$ cat src/rtl/mgr_noc_dp_arbiter.sv
// Round-robin, packet-locked arbiter sharing the manager's single NoC dp send port among NUM_REQ requesters.
// Define MGR_NOC_DP_ARB_STATS_EN to add per-requester saturating packet counters (arb__sys__pkt_count).
module mgr_noc_dp_arbiter #(
   parameter int NUM_REQ = 4,
   parameter int DATA_W  = 64,
   parameter int TYPE_W  = 2,
   parameter int CNTL_W  = 2,
   parameter int PEID_W  = 8,
   parameter int LANE_W  = 5,
   parameter int STRM_W  = 2
) (
   input  logic                        clk,
   input  logic                        reset_poweron,
   // A beat moves on a side when valid & ready are both high at a rising clk edge; valid never waits on ready.
   input  logic [NUM_REQ-1:0]          req__arb__valid,
   output logic [NUM_REQ-1:0]          arb__req__ready,
   input  logic [NUM_REQ*CNTL_W-1:0]   req__arb__cntl,
   input  logic [NUM_REQ*TYPE_W-1:0]   req__arb__type,
   input  logic [NUM_REQ*PEID_W-1:0]   req__arb__peId,
   input  logic [NUM_REQ*LANE_W-1:0]   req__arb__laneId,
   input  logic [NUM_REQ*STRM_W-1:0]   req__arb__strmId,
   input  logic [NUM_REQ*DATA_W-1:0]   req__arb__data,
   output logic                        arb__noc__dp_valid,
   input  logic                        noc__arb__dp_ready,
   output logic [CNTL_W-1:0]           arb__noc__dp_cntl,
   output logic [TYPE_W-1:0]           arb__noc__dp_type,
   output logic [PEID_W-1:0]           arb__noc__dp_peId,
   output logic [LANE_W-1:0]           arb__noc__dp_laneId,
   output logic [STRM_W-1:0]           arb__noc__dp_strmId,
   output logic [DATA_W-1:0]           arb__noc__dp_data,
   output logic [2:0]                  arb__sys__owner,
   output logic                        arb__sys__proto_err,
`ifdef MGR_NOC_DP_ARB_STATS_EN
   output logic [NUM_REQ*16-1:0]       arb__sys__pkt_count,
`endif
   output logic                        o_dbg_state,
   output logic [2:0]                  o_dbg_rr
);

   typedef enum logic {ST_ARB = 1'b0, ST_LOCK = 1'b1} state_t;

   state_t              r_state, w_state_nxt;
   logic [2:0]          r_owner, w_owner_nxt;
   logic [2:0]          r_rr, w_rr_nxt;
   logic                r_dp_valid;
   logic [CNTL_W-1:0]   r_cntl;
   logic [TYPE_W-1:0]   r_type;
   logic [PEID_W-1:0]   r_peid;
   logic [LANE_W-1:0]   r_lane;
   logic [STRM_W-1:0]   r_strm;
   logic [DATA_W-1:0]   r_data;
   logic                r_err;

   logic                w_load, w_gnt_vld, w_accept, w_err;
   logic [2:0]          w_sel;
   int                  w_dist, w_best;
   logic [CNTL_W-1:0]   w_sel_cntl;
   logic [TYPE_W-1:0]   w_sel_type;
   logic [PEID_W-1:0]   w_sel_peid;
   logic [LANE_W-1:0]   w_sel_lane;
   logic [STRM_W-1:0]   w_sel_strm;
   logic [DATA_W-1:0]   w_sel_data;

   // cntl bit 0 marks a start (SOM/SOM_EOM), bit 1 marks an end (EOM/SOM_EOM).
   always_comb begin
      w_state_nxt = r_state;
      w_owner_nxt = r_owner;
      w_rr_nxt    = r_rr;
      w_sel       = r_owner;
      w_gnt_vld   = 1'b0;
      w_err       = 1'b0;
      w_dist      = 0;
      w_best      = NUM_REQ;
      w_load      = !r_dp_valid || noc__arb__dp_ready;
      if (r_state == ST_ARB) begin
         for (int i = 0; i < NUM_REQ; i++) begin
            w_dist = i - int'(r_rr);
            if (w_dist < 0) w_dist = w_dist + NUM_REQ;
            if (req__arb__valid[i] && req__arb__cntl[i*CNTL_W] && (w_dist < w_best)) begin
               w_best    = w_dist;
               w_sel     = 3'(i);
               w_gnt_vld = 1'b1;
            end
            if (req__arb__valid[i] && !req__arb__cntl[i*CNTL_W]) w_err = 1'b1;
         end
      end else begin
         for (int i = 0; i < NUM_REQ; i++) begin
            if (3'(i) == r_owner) w_gnt_vld = req__arb__valid[i];
         end
      end
      w_accept = w_gnt_vld && w_load;

      w_sel_cntl = '0;
      w_sel_type = '0;
      w_sel_peid = '0;
      w_sel_lane = '0;
      w_sel_strm = '0;
      w_sel_data = '0;
      for (int i = 0; i < NUM_REQ; i++) begin
         if (3'(i) == w_sel) begin
            w_sel_cntl = req__arb__cntl[i*CNTL_W +: CNTL_W];
            w_sel_type = req__arb__type[i*TYPE_W +: TYPE_W];
            w_sel_peid = req__arb__peId[i*PEID_W +: PEID_W];
            w_sel_lane = req__arb__laneId[i*LANE_W +: LANE_W];
            w_sel_strm = req__arb__strmId[i*STRM_W +: STRM_W];
            w_sel_data = req__arb__data[i*DATA_W +: DATA_W];
         end
      end

      if (w_accept) begin
         if (r_state == ST_ARB) begin
            w_rr_nxt = (int'(w_sel) == NUM_REQ - 1) ? 3'd0 : w_sel + 3'd1;
            if (!w_sel_cntl[1]) begin
               w_state_nxt = ST_LOCK;
               w_owner_nxt = w_sel;
            end
         end else begin
            // A start marker inside a packet is flagged but still forwarded; SOM_EOM closes it like EOM.
            if (w_sel_cntl[0]) w_err = 1'b1;
            if (w_sel_cntl[1]) w_state_nxt = ST_ARB;
         end
      end

      arb__req__ready = '0;
      for (int i = 0; i < NUM_REQ; i++) begin
         arb__req__ready[i] = w_accept && (3'(i) == w_sel);
      end
   end

   always_ff @(posedge clk) begin
      if (reset_poweron) begin
         r_state <= ST_ARB;
         r_owner <= '0;
         r_rr    <= '0;
      end else begin
         r_state <= w_state_nxt;
         r_owner <= w_owner_nxt;
         r_rr    <= w_rr_nxt;
      end
   end

   always_ff @(posedge clk) begin
      if (reset_poweron) begin
         r_dp_valid <= 1'b0;
         r_cntl     <= '0;
         r_type     <= '0;
         r_peid     <= '0;
         r_lane     <= '0;
         r_strm     <= '0;
         r_data     <= '0;
         r_err      <= 1'b0;
      end else begin
         r_err <= w_err;
         if (w_accept) begin
            r_dp_valid <= 1'b1;
            r_cntl     <= w_sel_cntl;
            r_type     <= w_sel_type;
            r_peid     <= w_sel_peid;
            r_lane     <= w_sel_lane;
            r_strm     <= w_sel_strm;
            r_data     <= w_sel_data;
         end else if (noc__arb__dp_ready) begin
            r_dp_valid <= 1'b0;
         end
      end
   end

`ifdef MGR_NOC_DP_ARB_STATS_EN
   logic [15:0] r_pkt_cnt [NUM_REQ];

   always_ff @(posedge clk) begin
      for (int i = 0; i < NUM_REQ; i++) begin
         if (reset_poweron) begin
            r_pkt_cnt[i] <= '0;
         end else if (w_accept && w_sel_cntl[1] && (3'(i) == w_sel) && (r_pkt_cnt[i] != 16'hFFFF)) begin
            r_pkt_cnt[i] <= r_pkt_cnt[i] + 16'd1;
         end
      end
   end

   always_comb begin
      arb__sys__pkt_count = '0;
      for (int i = 0; i < NUM_REQ; i++) begin
         arb__sys__pkt_count[i*16 +: 16] = r_pkt_cnt[i];
      end
   end
`endif

   assign arb__noc__dp_valid  = r_dp_valid;
   assign arb__noc__dp_cntl   = r_cntl;
   assign arb__noc__dp_type   = r_type;
   assign arb__noc__dp_peId   = r_peid;
   assign arb__noc__dp_laneId = r_lane;
   assign arb__noc__dp_strmId = r_strm;
   assign arb__noc__dp_data   = r_data;
   assign arb__sys__owner     = r_owner;
   assign arb__sys__proto_err = r_err;
   assign o_dbg_state         = r_state;
   assign o_dbg_rr            = r_rr;

endmodule

$ cat config.mk
export PLATFORM = sky130hd
export DESIGN_NAME = mgr_noc_dp_arbiter
export DESIGN_NICKNAME = d
export VERILOG_FILES = /design/src/rtl/mgr_noc_dp_arbiter.sv
export SDC_FILE = /design/constraint.sdc
export NUM_CORES = 1
export LEC_CHECK = 0
export BUFFER_PORTS_ARGS = -buffer_cell sky130_fd_sc_hd__buf_2
export CORE_AREA = 2 2 167 169
export CTS_BUF_LIST = sky130_fd_sc_hd__clkbuf_4
export CTS_CLUSTER_DIAMETER = 150
export DETAILED_ROUTE_END_ITERATION = 8
export DIE_AREA = 0 0 169 171
export PLACE_DENSITY = 0.51
export SYNTH_ARGS = -nofsm -noshare
export SYNTH_HDL_FRONTEND = slang
export SYNTH_SLANG_ARGS = --single-unit
$ cat constraint.sdc
create_clock -name clk -period 10.4 [get_ports clk]
set_input_delay 1.56 -clock clk [delete_from_list [all_inputs] [get_ports clk]]
set_output_delay 1.56 -clock clk [all_outputs]
set_load 0.05 [all_outputs]
# Word level (Yosys, flattened, before mapping)
# Cells that the tools add are included.
[op_classes]
addsub = 9
order_cmp = 8
eq_ne = 7
muxes = 64
n_bitwise = 2
reduce_logical = 28
[ops]
columns = ["cell", "count"]
rows = [
  ["two-way mux 32 bit", 14],
  ["two-way mux 64 bit", 4],
  ["less-than comparator 32 bit", 3],
  ["less-than comparator 32 x 4 -> 1 bit, second input constant", 1],
  ["two-way mux 8 bit", 4],
  ["two-way mux 2 bit", 12],
  ["adder 4 x 4 -> 5 bit, second input constant", 4],
  ["two-way mux 1 bit", 20],
  ["two-way mux 5 bit", 4],
  ["two-way mux 3 bit", 6],
  ["logical AND 1 bit", 17],
  ["less-than comparator 4 x 1 -> 1 bit, second input constant", 4],
  ["== test 2 x 3 -> 1 bit, first input constant", 4],
  ["subtractor 1 x 3 -> 4 bit, first input constant", 2],
  ["subtractor 2 x 3 -> 4 bit, first input constant", 2],
  ["== test 1 x 3 -> 1 bit, first input constant", 2],
  ["logical NOT 3 bit", 2],
  ["logical NOT 1 bit", 5],
  ["adder 3 x 1 -> 3 bit, second input constant", 1],
  ["== test 3 bit, second input constant", 1],
  ["AND reduction 3 bit", 1],
  ["inverter 1 bit", 2],
  ["AND reduction 2 bit", 1],
  ["nonzero test 2 bit", 1],
  ["logical OR 1 bit", 1],
]
[totals]
register_bits = 92
in_bits = 339
output_inout_bits = 96
elab_cells = 129

# Longest topological paths before layout
# Gate-level depths: netlist of run 1.
[logic_depth]
depth_word = 28
depth_mapped = 36
depth_no_buf = 33

# Worst setup path after synthesis of run 1
# Ideal clock, no wire load.
[synth_path]
path_type = "input port to output port"
start = "input req__arb__cntl[0]"
end = "output arb__req__ready[3]"
arrival_time_ns = 7.091
t_required_ns = 8.840
path_slack_ns = 1.749
stages = 26
path_cell_list = "nand3_1 nor2_1 inv_1 ha_1 or3b_1 a21oi_2 o31ai_4 clkbuf_1 nor2_1 a41oi_1 ha_1 or3b_1 a21oi_2 nand3_1 o21ai_0 mux2_2 ha_1 a21o_1 a211oi_1 mux2i_1 o21ai_0 ha_1 clkbuf_1 clkbuf_1 clkbuf_1 and2_1"
[synth_between]
elab_chain_cells = 18
elab_cells_between_ends = 27
cone_classes = "order compare: 3; eq/ne: 1; mux: 16; reduce/logical: 7"
[synth_lines]
columns = ["item", "line", "source"]
rows = [
  ["from (decl)", "17", "input logic [NUM_REQ*CNTL_W-1:0] req__arb__cntl,"],
  ["logical AND 1 bit (*) (2 in a row)", "79", "if (req__arb__valid[i] && req__arb__cntl[i*CNTL_W] && (w_dist < w_best)) begin"],
  ["two-way mux 32 bit", "79", ""],
  ["two-way mux 32 bit", "75", "if (r_state == ST_ARB) begin"],
  ["less-than comparator 32 bit", "79", ""],
  ["logical AND 1 bit", "79", ""],
  ["two-way mux 32 bit", "79", ""],
  ["two-way mux 32 bit", "75", ""],
  ["less-than comparator 32 bit", "79", ""],
  ["[... 2 more ...]", "-", ""],
  ["two-way mux 32 bit", "75", ""],
  ["less-than comparator 32 bit", "79", ""],
  ["logical AND 1 bit", "79", ""],
  ["two-way mux 3 bit (*)", "79", ""],
  ["two-way mux 3 bit (*)", "75", ""],
  ["net w_sel[0]", "55", "logic [2:0] w_sel;"],
  ["== test 2 x 3 -> 1 bit (*)", "126", "arb__req__ready[i] = w_accept && (3'(i) == w_sel);"],
  ["logical AND 1 bit (*)", "126", ""],
  ["to (decl)", "16", "output logic [NUM_REQ-1:0] arb__req__ready,"],
]
# The timed path passes the listed nets; every way through them passes the cells marked *. The select of a mux whose other input is x is not followed.

# Worst setup path after layout of run 1
[layout_path]
start = "register r_rr[0], in the netlist o_dbg_rr[0]"
end = "output arb__req__ready[1]"
[layout_between]
elab_chain_cells = 22
elab_cells_between_ends = 47
cone_classes = "add/sub: 8; order compare: 8; eq/ne: 1; mux: 24; reduce/logical: 6"
[layout_lines]
columns = ["item", "line", "source"]
rows = [
  ["from (decl)", "44", "logic [2:0] r_rr, w_rr_nxt;"],
  ["from (signal assigned)", "138", "r_rr <= w_rr_nxt;"],
  ["subtractor 1 x 3 -> 4 bit", "77", "w_dist = i - int'(r_rr);"],
  ["adder 4 x 4 -> 5 bit or less-than comparator 4 x 1 -> 1 bit (tied branches)", "78", "if (w_dist < 0) w_dist = w_dist + NUM_REQ;"],
  ["two-way mux 32 bit", "78", ""],
  ["two-way mux 32 bit", "75", ""],
  ["less-than comparator 32 x 4 -> 1 bit", "79", ""],
  ["logical AND 1 bit", "79", ""],
  ["two-way mux 32 bit", "79", ""],
  ["two-way mux 32 bit", "75", ""],
  ["[... 7 more ...]", "-", ""],
  ["two-way mux 32 bit", "75", ""],
  ["less-than comparator 32 bit", "79", ""],
  ["logical AND 1 bit", "79", ""],
  ["two-way mux 3 bit (*)", "79", ""],
  ["two-way mux 3 bit (*)", "75", ""],
  ["net w_sel[0]", "55", ""],
  ["== test 1 x 3 -> 1 bit (*)", "126", ""],
  ["logical AND 1 bit (*)", "126", ""],
]
# Marked as above.

==> metrics.txt, run 1 <==
Commonest cells post-synth nor2_1 (177), a21oi_1 (173), dfxtp_1 (92); sequential area share after synthesis 0.2838; Synth area leader dfxtp_1; share of cells above drive strength 1 0.4707; vias in the first global route roughly 7000; Max VDD drop approximately 0.18 mV; Rows between 60 and 70; most frequent cell after synthesis nor2_1; Die X roughly 170 um; via count around 7300; Overflow after GRT 0; critical path class reg -> out; Max Transition Viols Final 0; Area Growth Syn to Fin 38.15%; hold_buf cts 0; fillers 3051; root buf cell clkbuf_4; die height ~170 um; pre-CTS WS between 1000 and 1500 ps; clock latency on the worst-skew pair around 460 ps; Final setup violation count 0; Initial Utilization 0.2375; # resized after CTS 0; cells after synthesis ~800; final net count 1529; GR Util All Layers 0.1659; final WL ~25000 um; Avg Cell Area, Syn approximately 8.1 um2; Tcrit/Tclk final 0.8538; leakage roughly 0.0043 uW; initial antenna violation count 4; mapped cell area 6490 um2; status completed; TritonCTS buffer count 9; worst endpoint required time 8840 ps; clk sinks a little over 90; Mapped Nets between 1000 and 1500; hold crit path type reg -> reg; fraction of registers with async set or reset after synthesis 0; achievable frequency ~110 MHz; Synth area leaders dfxtp_1 (28%), o2bb2ai_2 (19%), a21oi_1 (13%), nor2_1 (10%), a22oi_1 (9.6%); Pre-Repair DR Iteration Count 4; Max-Cap Viols 0; DR vias/cell 4.774; DRT iter0 DRCs about 320; Yosys top cell area share 0.2838; worst setup margin around 1500 ps; global-route wire length before repair about 38000 um; Slew @ Worst Pin 1192 ps; setup TNS 0 ps; Final Hold Slack ~480 ps; Max-slew headroom 0.2056; Final Hold Viols 0; WP data arrival 7320 ps; Yosys reg bits about 90; DR DRC count 0; Post-synth EDFFs 0; Setup Buffers After CTS 0; critical path startpoint category register; RSZ-0062 raised after global routing no; power per cell area between 400 and 500 nW/um2; met3 GRT Util 0.04164; Distinct cells, synth 54; ys flop type dfxtp_1; largest net degree at the start of global routing between 100 and 150; R2R setup slack between 1500 and 2000 ps; Period minus WS final 8880 ps; CP Max Fanout 19; H-Tree Depth 3; Layout Skew around 37 ps; met2 Usage GRT 0.2999; register clock-pin slew on the reported worst setup and hold paths around 150 ps; GR Util met1 0.1967; Syn. warnings 0; GRT Max-Usage Layer met2; TritonCTS clock tree built; die area 28900 um2; I/O Buffers 434; hpwl dp between 15000 and 20000 um; core area roughly 27000 um2; post-route ant nets 0; crit path capture type primary output; wire per inst roughly 17 um; Placer Congestion ~0.86; # IOs 435; Clock Path Buffers 2
[final cells by class]
cell class                 count  area (um2)  area share
multi-input combinational    614        4258      0.4749
timing repair buffer         442        2232      0.2490
sequential                    92        1842      0.2054
tap                          346       432.9     0.04828
clock buffer                  10       75.07    0.008373
clock inverter                 6       62.56    0.006977
inverter                      15       56.30    0.006280
antenna                        3       7.507   0.0008373
[cell families (layout without fill, tap and decap cells)]
group,after synthesis,count (layout),synth area share
AO/OA/AOI/OAI,369,369,0.4585
XOR/XNOR,2,2,0.002700
adder cells (fa/ha/maj),16,16,0.03085
buffers and inverters,91,473,0.06786
flip-flops,92,92,0.2838
multiplexers,5,5,0.009832
other,0,3,0
AND/OR/NAND/NOR,222,222,0.1465
[flip-flops by register name, summed over array words and instances, names as in the netlist, 2 cells and up]
signal,cells
arb__noc__dp_data,64
arb__noc__dp_peId,8
arb__noc__dp_laneId,5
arb__sys__owner,3
o_dbg_rr,3
arb__noc__dp_cntl,2
arb__noc__dp_strmId,2
arb__noc__dp_type,2
[worst paths after layout]
kind	start	endpoint	depth (start not counted)
worst min register to register	arb__noc__dp_laneId[3]	arb__noc__dp_laneId[3]	1
worst min-delay path	arb__noc__dp_laneId[3]	arb__noc__dp_laneId[3]	1
worst max register to register	o_dbg_rr[0]	arb__noc__dp_data[61]	34
worst max-delay path	o_dbg_rr[0]	arb__req__ready[1]	27
[critical path, cell delays in order (launching register included)]
cell	delay, ps
dfxtp_1	500
inv_1	140
ha_1	230
xor2_1	190
ha_1	230
nand3_1	150
nor2_1	170
inv_1	80
ha_1	170
or3b_1	360
a21oi_2	190
o31ai_4	180
nor2_1	170
a41oi_1	70
ha_1	320
or3b_1	360
a21oi_2	180
nand3_1	90
o21ai_0	410
mux2_2	400
ha_1	290
a21o_1	180
a211oi_1	220
mux2i_1	170
o21ai_0	560
ha_4	400
and2_1	190
buf_2	260
[power breakdown]
part           total [uW]  internal (uW)  switching [uW]
Sequential            663            529             135
Clock                 211           75.8             135
Combinational        2920            882            2040
[metal layers]
metal	routed length, um	part of all wire
met3	1775	0.070
met4	337	0.013
met1	10480	0.41
met2	12730	0.50
met5	12	0.00047
[metrics by stage]
stage,util,instances,cell area (um2),power (uW)
6_report,0.3281,1528,8966,3794
5_1_grt,0.3280,1526,8961,4163
2_1_floorplan,-,797,6490,2966
3_3_place_gp,0.3228,1509,8821,3622
4_1_cts,0.3279,1525,8959,3857
3_5_place_dp,0.3228,1509,8821,3631
[cell usage in the layout, fill, tap and decap left out, types with 8 or more instances in the layout]
cell       count
o2bb2ai_2     80
a22oi_1       83
dfxtp_1       92
clkbuf_4      10
nor2_1       177
a21oi_1      173
nand2_1       10
inv_1         14
buf_4          8
ha_1          13
buf_2        434
Note: power is estimated with default switching activity, not from simulation.
==> run 2: changes to the inputs <==
==> config.mk (replaced) <==
export PLATFORM = sky130hd
export DESIGN_NAME = mgr_noc_dp_arbiter
export DESIGN_NICKNAME = d
export VERILOG_FILES = /design/src/rtl/mgr_noc_dp_arbiter.sv
export SDC_FILE = /design/constraint.sdc
export NUM_CORES = 1
export LEC_CHECK = 0
export ABC_AREA = 1
export BUFFER_PORTS_ARGS = -buffer_cell sky130_fd_sc_hd__buf_2
export CORE_AREA = 2 2 170 172
export CTS_BUF_LIST = sky130_fd_sc_hd__clkbuf_4
export CTS_CLUSTER_DIAMETER = 150
export DETAILED_ROUTE_END_ITERATION = 8
export DIE_AREA = 0 0 172 174
export PLACE_DENSITY = 0.52
export SYNTH_ARGS = -nofsm -noshare
export SYNTH_HDL_FRONTEND = slang
export SYNTH_SLANG_ARGS = --single-unit
==> run 2 against run 1 <==
Non-clock buffer count grew 1. Final area grew 6.5%. Sequential power shrank 16%. Utilization grew 1.0 points. Clock-buffer cell count shrank 1. Clock power grew 3%. Hold slack gained 5.9 ps. Die area grew 3.6%. Combinational power shrank 2%. Critical path depth grew 4. Largest power group unchanged.
==> metrics.txt, run 2 <==
status completed; CP Max Fanout 88 (+69); adder-cell share of the synthesized area 0.02790 (-0.002947); Layout Skew 27.99 ps (-8.699 ps); Die X 172 um (+1.8%); hold crit path type reg -> reg; critical path startpoint category input port; die area 29930 um2 (+3.6%); Largest register FFs 64 (unchanged); Yosys reg bits 92 (unchanged); sequential area share after synthesis 0.2567 (-0.02712); Max-Cap Viols 0 (unchanged); top sig layer met4; metal2 WL 14070 um (+11%); Tcrit/Tclk final 0.7798 (-0.07407); worst stage delay on the critical path 620 ps (+60 ps); fillers 3261 (+6.9%); cells after synthesis 1183 (+48%); largest net degree at the start of global routing 89 (-26%); fraction of registers with async set or reset after synthesis 0 (unchanged); core area 28240 um2 (+3.3%); Slew @ Worst Pin 910.5 ps (-281.1 ps); Mapped Nets 1538 (+34%); Simple-Gate Fraction of Synth Area 0.4394 (+0.2929); final WL 28970 um (+14%); DR DRC count 0 (unchanged); clk sinks 92 (unchanged); Max Transition Viols Final 0 (unchanged); Final Hold Viols 0 (unchanged); Clock Path Buffers 2 (unchanged); initial antenna violation count 3 (-1); Distinct cells, synth 36 (-33%); RSZ-0062 raised after global routing no; Commonest cells post-synth nand2_1 (288), nand3_1 (255), inv_1 (122); Avg Cell Area, Syn 6.066 um2 (-26%); Max VDD drop 0.2143 mV (+17%); Synth Area in XOR/XNOR 0.002441 (-0.0002579); # IOs 435 (unchanged); proportion of synthesized area in mux cells 0 (-0.009832); Area Growth Syn to Fin 33.13%; global-route wire length before repair 43570 um (+16%); H-Tree Depth 3 (unchanged); Final setup violation count 0 (unchanged); die height 174 um (+1.8%); pre-CTS WS 2336 ps (+920.5 ps); Synth area leaders dfxtp_1 (26%), nand3_1 (18%), nand2_1 (15%), inv_1 (6.4%), a21oi_1 (6.3%); post-route ant nets 0 (unchanged); Crit-path slowest cell nand3_4; TritonCTS buffer count 9 (unchanged); Yosys top cell area share 0.2567 (-0.02712); share of cells above drive strength 1 0.3436 (-0.1271); critical path class in -> out; via count 8939 (+23%); Compound-Gate Fraction of Synth Area 0.1365 (-0.3219); power per cell area 380.2 nW/um2 (-10%); main combinational cell family by area after synthesis simple AND/OR/NAND/NOR gates; Overflow after GRT 0 (unchanged); Period minus WS final 8110 ps (-770.3 ps); WP data arrival 6550 ps (-770 ps); setup TNS 0 ps (unchanged); I/O Buffers 434 (unchanged); TritonCTS clock tree built; commonest non-fill, non-tap cells in the layout buf_2 (434), nand2_1 (288), nand3_1 (255); hpwl dp 21620 um (+12%); most common cell after layout, fill and taps aside buf_2; met1 wire length 11980 um (+14%); GR Util All Layers 0.1837 (+0.01771); mapped cell area 7176 um2 (+11%); vias in the first global route 8487 (+24%); hold_buf cts 0 (unchanged); Rows 62 (+1.6%); Syn. warnings 0 (unchanged); Crit path top cell by count nand2_1; leakage 0.005228 uW (+23%); final net count 1904 (+25%); Pre-Repair DR Iteration Count 4 (unchanged); clock latency on the worst-skew pair 470 ps (about the same); Post-synth EDFFs 0 (unchanged); most frequent cell after synthesis nand2_1; routed wl met3 2304 um (+30%); DR vias/cell 4.605 (-3.5%); ys flop type dfxtp_1; wire per inst 14.93 um (-10%); # resized after CTS 0 (unchanged); Initial Utilization 0.2541 (+0.01660); worst setup margin 2290 ps (+770.3 ps); Max-slew headroom 0.3930 (+0.1874); Placer Congestion 0.8390 (-2.7%); Synth area leader dfxtp_1; register clock-pin slew on the reported worst setup and hold paths 160 ps (about the same); DRT iter0 DRCs 476 (+50%); Setup Buffers After CTS 0 (unchanged); worst endpoint required time 8840 ps (about the same); root buf cell clkbuf_4; achievable frequency 123.3 MHz (+9.5%); crit path capture type primary output
==> run 2: path summary, 6_finish.rpt <==
kind | start | to | slack [ps] | cells past startpoint
max | req__arb__valid[0] | arb__req__ready[2] | 2290 | 31
min | arb__noc__dp_cntl[1] | arb__noc__dp_cntl[1] | 480 | 2
max reg2reg | o_dbg_rr[1] | arb__noc__dp_data[20] | 3490 | 38
min reg2reg | arb__noc__dp_cntl[1] | arb__noc__dp_cntl[1] | 480 | 2
==> run 2: worst max-delay path, delay by kind of cell <==
kind | cells | cell delay (ps)
AO/OA/AOI/OAI | 4 | 860
adder cells (fa/ha/maj) | 4 | 1060
buffers and inverters | 5 | 600
AND/OR/NAND/NOR | 18 | 2420
==> run 2: metrics by stage <==
| step | cells | area [um2] | total power (uW) | hold slack (ps) | util |
|---|---|---|---|---|---|
| global placement | 1922 | 9405 | 3432 | 456.6 | 0.3331 |
| global route | 1941 | 9553 | 4012 | 528.7 | 0.3383 |
| detailed placement | 1922 | 9405 | 3435 | 466.0 | 0.3331 |
| floorplan | 1183 | 7176 | 2828 | 679.7 | - |
| CTS | 1938 | 9545 | 3676 | 487.9 | 0.3380 |
| finish | 1941 | 9553 | 3632 | 484.0 | 0.3383 |
==> run 2: per-layer routing <==
| metal | vias up | track usage |
|---|---|---|
| met5 | - | 0 |
| met4 | 0 | 0.06127 |
| met3 | 32 | 0.04121 |
| met2 | 348 | 0.3310 |
| met1 | 3972 | 0.2122 |
| li1 | 4587 | - |
==> run 2: final cells by class <==
type / instances / area (um2) / share of cell area
Antenna cell: 3 / 7.507 / 0.0007859
Timing Repair Buffer: 443 / 2240 / 0.2344
Clock buffer: 9 / 67.56 / 0.007073
Tap cell: 384 / 480.5 / 0.05029
Inverter: 127 / 478.0 / 0.05003
Multi-Input combinational cell: 876 / 4365 / 0.4570
Sequential cell: 92 / 1842 / 0.1928
Clock inverter: 7 / 72.57 / 0.007597
==> run 2: power breakdown <==
| group | switching (uW) | internal, uW | leakage, uW |
|---|---|---|---|
| clock network | 143 | 74.5 | 0.0000744 |
| logic | 2040 | 820 | 0.00439 |
| registers | 70.7 | 487 | 0.000763 |
| total | 2250 | 1380 | 0.00523 |
==> run 2: cell families after synthesis <==
logic type / Yosys count
fa+ha+maj: 16
xor+xnor: 2
simple gates: 668
compound gates: 190
flops: 92
buf+inv: 215
==> run 3: changes to the inputs <==
--- a/config.mk
+++ b/config.mk
@@ -12,7 +12,7 @@
 export CTS_CLUSTER_DIAMETER = 150
 export DETAILED_ROUTE_END_ITERATION = 8
 export DIE_AREA = 0 0 172 174
-export PLACE_DENSITY = 0.52
+export PLACE_DENSITY = 0.54
 export SYNTH_ARGS = -nofsm -noshare
 export SYNTH_HDL_FRONTEND = slang
 export SYNTH_SLANG_ARGS = --single-unit
==> constraint.sdc (replaced) <==
create_clock -name clk -period 6.99 [get_ports clk]
set_input_delay 1.0485 -clock clk [delete_from_list [all_inputs] [get_ports clk]]
set_output_delay 1.0485 -clock clk [all_outputs]
set_load 0.05 [all_outputs]
==> run 3 against run 2 <==
Wire length increased by 2.4%. Highest routed layer unchanged. Hold slack better by 7.8 ps. Combinational power is 51% higher. Critical endpoint unchanged. Via count is 2.4% higher. Non-clock buffer count is 4 higher.
==> metrics.txt, run 3 (synthesized netlist as in run 2, its figures left out) <==
power share of the combinational group 0.793 (+0.007); initial antenna violation count 3 (unchanged); Max Transition Viols Final 0 (unchanged); Area Growth Syn to Fin 34.12%; Die X 172 um (unchanged); power per cell area 565.3 nW/um2 (+49%); Clock Path Buffers 2 (unchanged); share of cells above drive strength 1 0.3485 (+0.004894); Buf/Inv on CP 5 (unchanged); Max-Cap Viols 0 (unchanged); commonest non-fill, non-tap cells in the layout buf_2 (431), nand2_1 (288), nand3_1 (255); switching pwr 3356 uW (+49%); TritonCTS buffer count 9 (unchanged); Placer Congestion 0.8608 (+2.6%); DP Cell Count 1926 (+0.21%); RSZ-0062 raised after global routing yes; Final Hold Viols 0 (unchanged); Slew @ Worst Pin 912.1 ps (+1.619 ps); wire per inst 15.25 um (+2.2%); Clk pwr share 0.054 (-0.006); critical path class reg -> out; final net count 1908 (+0.21%); vias in the first global route 8827 (+4.0%); setup TNS 0 ps (unchanged); GR Util All Layers 0.1889 (+0.005239); Util after Layout 0.3408 (+0.002526); leakage 0.005243 uW (+0.30%); worst stage delay on the critical path 420 ps (-200 ps); Pre-Repair DR Iteration Count 5 (+1); Max-slew headroom 0.3919 (-0.001080); Layout Skew 37.35 ps (+9.363 ps); Period minus WS final roughly 6500 ps; Final setup violation count 0 (unchanged); via count 9157 (+2.4%); worst setup margin 490.0 ps (-1800 ps); post-route ant nets 0 (unchanged); fin cells 1945 (+0.21%); Rows 62 (unchanged); core area 28240 um2 (unchanged); crit path capture type primary output; I/O Buffers 434 (unchanged); final WL 29670 um (+2.4%); Largest register FFs 64 (unchanged); DRT iter0 DRCs 500 (+5.0%); pre-CTS WS 597.5 ps (-1739 ps); most common cell after layout, fill and taps aside buf_2; # IOs 435 (unchanged); hold_buf cts 0 (unchanged); CP Max Fanout 8 (-91%); sequential power share 0.153 (about the same); Crit path top cell by count nand2_1; hold crit path type reg -> reg; global-route wire length before repair 44840 um (+2.9%); Overflow after GRT 0 (unchanged); die height 174 um (unchanged); TritonCTS clock tree built; clk sinks 92 (unchanged); DR vias/cell 4.708 (+2.2%); clock latency on the worst-skew pair 480 ps (about the same); Sw Ratio 0.6168 (-0.002815); die area 29930 um2 (unchanged); hpwl dp 21470 um (-0.67%); Initial Utilization 0.2541 (unchanged); Max VDD drop 0.3369 mV (+57%); CP delay by family, top simple AND/OR/NAND/NOR gates; largest net degree at the start of global routing 167 (+88%); root buf cell clkbuf_4; DR DRC count 0 (unchanged); Int Pwr 2085 uW (+51%); worst endpoint required time 5940 ps (-2900 ps); Crit-path slowest cell dfxtp_4; critical path startpoint category register; Tcrit/Tclk final 0.9299; status completed; H-Tree Depth 3 (unchanged); WP data arrival 5450 ps (-1100 ps); register clock-pin slew on the reported worst setup and hold paths 170 ps (about the same); achievable frequency 153.8 MHz
[run 3: what timing repair did]
item	in CTS	in global routing
setup buffers	0	0
resized for setup	0	13
endpoints found under the setup margin	0	6
[run 3: path summary, 6_finish.rpt]
| kind | from | end | slack [ps] | depth (start not counted) |
|---|---|---|---|---|
| worst max register to register | o_dbg_rr[1] | arb__sys__owner[1] | 920 | 38 |
| worst max-delay path | o_dbg_rr[1] | arb__req__ready[2] | 490 | 32 |
| worst min register to register | arb__noc__dp_cntl[0] | arb__noc__dp_cntl[0] | 490 | 2 |
| worst min-delay path | arb__noc__dp_cntl[0] | arb__noc__dp_cntl[0] | 490 | 2 |
[run 3: worst min-delay path, delay by kind of cell (launching register included)]
kind             cells  cell delay, ps
AND/OR/NAND/NOR      1              60
flip-flops           1             340
AO/OA/AOI/OAI        1              50
[run 3: metal layers]
| metal | share of wire | vias to the layer above | global-route usage |
|---|---|---|---|
| met5 | 0 | - | 0 |
| met4 | 0.018 | 0 | 0.06162 |
| met3 | 0.084 | 28 | 0.04326 |
| met2 | 0.48 | 347 | 0.3340 |
| met1 | 0.42 | 4187 | 0.2236 |
| li1 | - | 4595 | - |
[run 3: layout make-up]
type / count / area (um2)
Sequential cell: 92 / 1847
Timing Repair Buffer: 447 / 2315
Clock buffer: 10 / 75.07
Multi-Input combinational cell: 876 / 4382
Clock inverter: 6 / 40.04
Antenna cell: 3 / 7.507
Tap cell: 384 / 480.5
Inverter: 127 / 478.0
Fill cell: 3254 / 18610
[run 3: power by group through the flow]
stage / sequential, uW / combinational, uW / clock [uW]
final: 832 / 4310 / 295
after global placement: 836 / 4300 / 0
after CTS: 828 / 4320 / 312
after global routing: 856 / 4810 / 327
after detailed placement: 838 / 4310 / 0
after floorplan: 1470 / 2740 / 0
[run 3: metrics by stage]
step           total power, uW  hold slack (ps)  cell area [um2]
2_1_floorplan             4208            679.7             7176
3_3_place_gp              5132            474.9             9473
3_5_place_dp              5148            469.7             9473
4_1_cts                   5462            492.6             9588
5_1_grt                   5993            522.8             9624
6_report                  5441            491.8             9624
